--- src/rtl/reg_wb_arbiter.sv ---
// Two-port register-file write-back arbiter with a one-cycle registered write port.
// Define WB_ROUND_ROBIN_EN for round-robin conflict resolution; default is fixed priority to port 0.
module reg_wb_arbiter (
  input  logic        clock,
  input  logic        reset,
  input  logic        req0_valid,
  input  logic [4:0]  req0_addr,
  input  logic [31:0] req0_data,
  output logic        req0_ready,
  input  logic        req1_valid,
  input  logic [4:0]  req1_addr,
  input  logic [31:0] req1_data,
  output logic        req1_ready,
  output logic        write,
  output logic [4:0]  regw_addr,
  output logic [31:0] regw_data,
  output logic [15:0] stall_count
);

  logic        prefer0;
  logic        stalled;
  logic        write_q, write_d;
  logic [4:0]  addr_q, addr_d;
  logic [31:0] data_q, data_d;
  logic [15:0] stall_q, stall_d;

  function automatic logic [15:0] sat_inc(input logic [15:0] v);
    return (v == 16'hFFFF) ? v : v + 16'd1;
  endfunction

`ifdef WB_ROUND_ROBIN_EN
  // last_q = 1 means port 1 won most recently, so port 0 is preferred next.
  logic last_q, last_d;

  assign prefer0 = last_q;

  always_comb begin
    last_d = last_q;
    if (req0_ready)      last_d = 1'b0;
    else if (req1_ready) last_d = 1'b1;
  end

  always_ff @(posedge clock) begin
    if (reset) last_q <= 1'b1;
    else       last_q <= last_d;
  end
`else
  assign prefer0 = 1'b1;
`endif

  always_comb begin
    req0_ready = 1'b0;
    req1_ready = 1'b0;
    if (!reset) begin
      req0_ready = req0_valid && (!req1_valid || prefer0);
      req1_ready = req1_valid && !req0_ready;
    end
  end

  assign stalled = (req0_valid && !req0_ready) || (req1_valid && !req1_ready);

  // Writes to x0 complete the handshake but never pulse the write enable.
  always_comb begin
    write_d = 1'b0;
    addr_d  = addr_q;
    data_d  = data_q;
    if (req0_ready) begin
      write_d = |req0_addr;
      addr_d  = req0_addr;
      data_d  = req0_data;
    end else if (req1_ready) begin
      write_d = |req1_addr;
      addr_d  = req1_addr;
      data_d  = req1_data;
    end
    stall_d = stalled ? sat_inc(stall_q) : stall_q;
  end

  always_ff @(posedge clock) begin
    if (reset) begin
      write_q <= 1'b0;
      addr_q  <= 5'd0;
      data_q  <= 32'd0;
      stall_q <= 16'd0;
    end else begin
      write_q <= write_d;
      addr_q  <= addr_d;
      data_q  <= data_d;
      stall_q <= stall_d;
    end
  end

  assign write       = write_q;
  assign regw_addr   = addr_q;
  assign regw_data   = data_q;
  assign stall_count = stall_q;

endmodule
--- config.mk ---
export PLATFORM = sky130hd
export DESIGN_NAME = reg_wb_arbiter
export DESIGN_NICKNAME = d
export VERILOG_FILES = /design/src/rtl/reg_wb_arbiter.sv
export SDC_FILE = /design/constraint.sdc
export NUM_CORES = 1
export LEC_CHECK = 0
export BUFFER_PORTS_ARGS = -buffer_cell sky130_fd_sc_hd__buf_2
export CAP_MARGIN = 20
export CELL_PAD_IN_SITES_DETAIL_PLACEMENT = 1
export CELL_PAD_IN_SITES_GLOBAL_PLACEMENT = 2
export CORE_MARGIN = 1.5
export CORE_UTILIZATION = 27
export CTS_BUF_LIST = sky130_fd_sc_hd__clkbuf_16
export DETAILED_ROUTE_END_ITERATION = 8
export PLACE_DENSITY = 0.95
export SLEW_MARGIN = 40
export SYNTH_ARGS = -nofsm -noshare
export SYNTH_HDL_FRONTEND = slang
export SYNTH_SLANG_ARGS = --single-unit
--- constraint.sdc ---
create_clock -name clock -period 2.53 [get_ports clock]
set_input_delay 0.506 -clock clock [delete_from_list [all_inputs] [get_ports clock]]
set_output_delay 0.506 -clock clock [all_outputs]
set_load 0.01 [all_outputs]
Word level (Yosys, flattened, before mapping) --
Index checks and enable logic that the tools add are counted.
Word-level totals: flip-flop bits (word level) 54, input port bits 78, output and inout bits 56, word-level logic and storage cells 26
Cells by class: add/sub/neg operators 1, eq/ne operators 1, muxes and demuxes 8, bitwise logic cells 1, reductions and logical operators 11
Operator list (count):
- $mux W32 | 2
- $add A16 B1 Y16 const B | 1
- $eq A16 B16 Y1 const B | 1
- $mux W5 | 2
- $reduce_or A5 Y1 | 2
- $mux W1 | 4
- $logic_and A1 B1 Y1 | 3
- $logic_not A1 Y1 | 3
- $reduce_and A2 Y1 | 1
- $reduce_bool A2 Y1 | 1
- $logic_or A1 B1 Y1 | 1
- $not A1 Y1 | 1

Logic depth before layout (Yosys ltp) --
depth after elaboration 7, mapped depth 7, mapped depth without buffers 5

Worst setup path before layout --
No wires, ideal clock.
path type input-to-output, from in req1_valid, to out req1_ready, arrival time 1.377 ns, required time 2.024 ns, slack 0.647 ns, cell stages on the path 4, buffers on the path 3, cell sequence buf_2 buf_4 buf_4 nor3b_1
Between the ends: longest elaborated chain between the ends 2
Ends and longest elaborated chain:
- from (decl) | RTL line 10 | input logic req1_valid,
- $logic_and A1 B1 Y1 | RTL line 56 | req1_ready = req1_valid && !req0_ready;
- $mux W1 | RTL line 54 | if (!reset) begin
- to (decl) | RTL line 13 | output logic req1_ready,
No other way between the ends.

Final worst setup path --
Ends and elaborated chain as after synthesis.

==> results.py <==
metrics = {
    "clocking": {
        "cts-resized-gates": 0,
        "ctsHoldBuffers": 0,
        "cts-htree-levels": 2,
        "clk_latency_ps": 290,
        "cts_root_buffer": "clkbuf_16",
        "cts_buffers": 5,
        "tritoncts": "yes",
        "cts_sinks": 54,
        "clk_pin_slew_ps": 70,
        "clockBufferDepth": 2,
        "post_cts_buffers": 0,
    },
    "die": {
        "die_h_um": 103,
        "dieArea_um2": 10500,
        "io_pins": 134,
        "die_x_um": 103,
        "initial_core_util_pct": 27.7,
        "rows": 36,
        "core_um2": 9680,
    },
    "cells_and_area": {
        "area_growth_pct": 33.0,
        "drive_gt1_share_pct": 37.5,
        "final_cell_mix": "buf_2, nor2_1, dfxtp_1, a21oi_1, mux2i_1",
        "num_antenna_cells": 0,
        "nets": 513,
        "fillers": 1187,
        "area.sequential_um2": 1080,
        "utilization_pct": 36.8,
        "multiInputGateArea_um2": 1450,
        "fin_area_um2": 3560,
        "layout_commonest_cell": "buf_2",
    },
    "sta": {
        "worst_slack_ps": 568,
        "fmax_mhz": 510,
        "timing.final.max_slew_violations": 0,
        "setup-tns-final_ps": 0,
        "min_period_over_period_pct": 77.6,
        "hold_viol": 0,
        "rsz0062_at_grt": "false",
        "skew_ps": 8.36,
        "relSlewSlack_pct": 63.7,
        "fin_crit_ps": 1960,
        "setup_violations": 0,
        "worstMarginPinSlew_ps": 544,
    },
    "yosys": {
        "syn-mean-instance-area_um2": 8.56,
        "synth-main-ff-cell": "dfxtp_1",
        "async_flop_share_pct": 0,
        "synth_nets": 392,
        "ys_seq_area_share_pct": 40.3,
        "syn_area_um2": 2680,
        "ys_ff_latch": 54,
        "synth_edf_count": 0,
        "yosys_warnings": 0,
        "syn_inst": 313,
        "synth_cell_type_count": 39,
    },
    "placed_design": {
        "io_buffer_count": 133,
        "hpwl_mm": 5.95,
        "place_area_um2": 3420,
        "gp_congestion": 0.742,
        "dp_slack_ps": 528,
    },
    "critical_path": {
        "critical_path_arrival_ps": 1460,
        "crit_path_max_fanout": 21,
        "start_kind": "primary input",
        "path_cells": "buf_2 -> buf_4 -> nor3b_1 -> buf_2",
        "crit_type": "in2out",
        "cp-end-kind": "primary output",
        "crit_family": "buffers and inverters",
        "cp.buffers_inverters": 3,
        "rrSetupSlack_ps": 600,
        "cp_common_cell": "buf_2",
        "slowest_delay_ps": 340,
        "cpMaxStageDelayCell": "buf_4",
        "required_ps": 2020,
    },
    "pwr": {
        "p_leak_nw": 1.74,
        "power.density_nw_per_um2": 534,
        "peakVddDrop_mv": 0.289,
        "total_power_mw": 1.90,
    },
    "global_route": {
        "grt_busiest_layer": "met2",
        "gr-total-overflow": 0,
        "grt_pass1_wl_mm": 12.4,
        "grt_max_degree": 57,
        "track_usage_pct": 14.9,
        "use_met3_pct": 3.73,
        "first_global_vias": 2581,
        "grtUsageMet2_pct": 26.3,
        "antenna_found_initial": 0,
        "grtUsageMet1_pct": 18.1,
    },
    "routing": {
        "viasPerCell": 4.71,
        "drc": 0,
        "ant_nets": 0,
        "first_pass_iters": 4,
        "num_vias": 2677,
        "wirelength_mm": 7.92,
        "routedWlPerCell_um": 13.9,
        "initialDrtViolationCount": 74,
    },
    "outcome": {
        "status": "finished clean",
    },
    "hold_path": {
        "hold_path.class": "in2reg",
    },
    "job": {
        "cap_viol_max_count": 0,
    },
}
[where the power goes]
group | internal (mW) | switching (mW)
combinational | 0.142 | 0.161
clock | 0.370 | 0.318
sequential | 0.891 | 0.0224
total | 1.40 | 0.501
[flip-flops by register name, indices dropped and copies added, names as in the netlist]
| register | flops |
|---|---|
| stall_count | 16 |
| write | 1 |
| regw_data | 32 |
| regw_addr | 5 |
[cells by family after synthesis]
| group | count (synthesis) | share of synthesized area (%) |
|---|---|---|
| simple gates | 123 | 21.1 |
| fa+ha+maj | 2 | 0.887 |
| mux | 44 | 17.4 |
| compound gates | 62 | 14.6 |
| flops | 54 | 40.3 |
| buf+inv | 28 | 5.60 |
[final timing paths]
check                  startpoint               to  depth (start not counted)
setup reg to reg   stall_count[0]   stall_count[9]                          5
hold / removal      req0_data[23]    regw_data[23]                          3
hold reg to reg   stall_count[11]  stall_count[11]                          2
setup / recovery       req1_valid       req1_ready                          4
[synth_stat cells (all sizes together) (3+ instances only)]
cell     n  area (µm²)
nor2    81         304
dfxtp   54        1080
a21oi   44         235
mux2i   38         380
clkbuf  15        56.3
buf     10        82.6
nand2    7        26.3
nor2b    7        43.8
mux2     6        86.3
and4     5        46.3
nand4    5        31.3
a211oi   4        45.1
and3     4        30.0
a311oi   3        32.5
a31oi    3        18.8
inv      3        11.3
nand3    3        15.0
o21ai    3        15.0
[per-layer routing]
metal | vias to the layer above | part of all wire, %
met2 | 69 | 50
li1 | 1339 | -
met3 | 4 | 6.0
met5 | - | 0
met4 | 0 | 0.61
met1 | 1265 | 43
[final cells by class]
cell class,instances,share of cell area (%)
clock inverter,3,0.597
tap,133,4.67
multi-input combinational,231,40.6
inverter,3,0.316
clock buffer,5,3.51
sequential,54,30.3
timing repair buffer,139,19.9
[through the flow]
stage,cells,hold slack [ps]
2_1_floorplan,313,502
3_3_place_gp,560,496
3_5_place_dp,560,506
4_1_cts,568,437
5_1_grt,568,441
6_report,568,445
[worst register-to-register path: cells and delay by family, from the launching register on]
family / cells / cell delay [ps]
and+or+nand+nor: 3 / 700
DFF: 1 / 430
adders and majority gates: 1 / 350
muxes: 1 / 320
No activity file was read; power rests on OpenSTA's default activity.
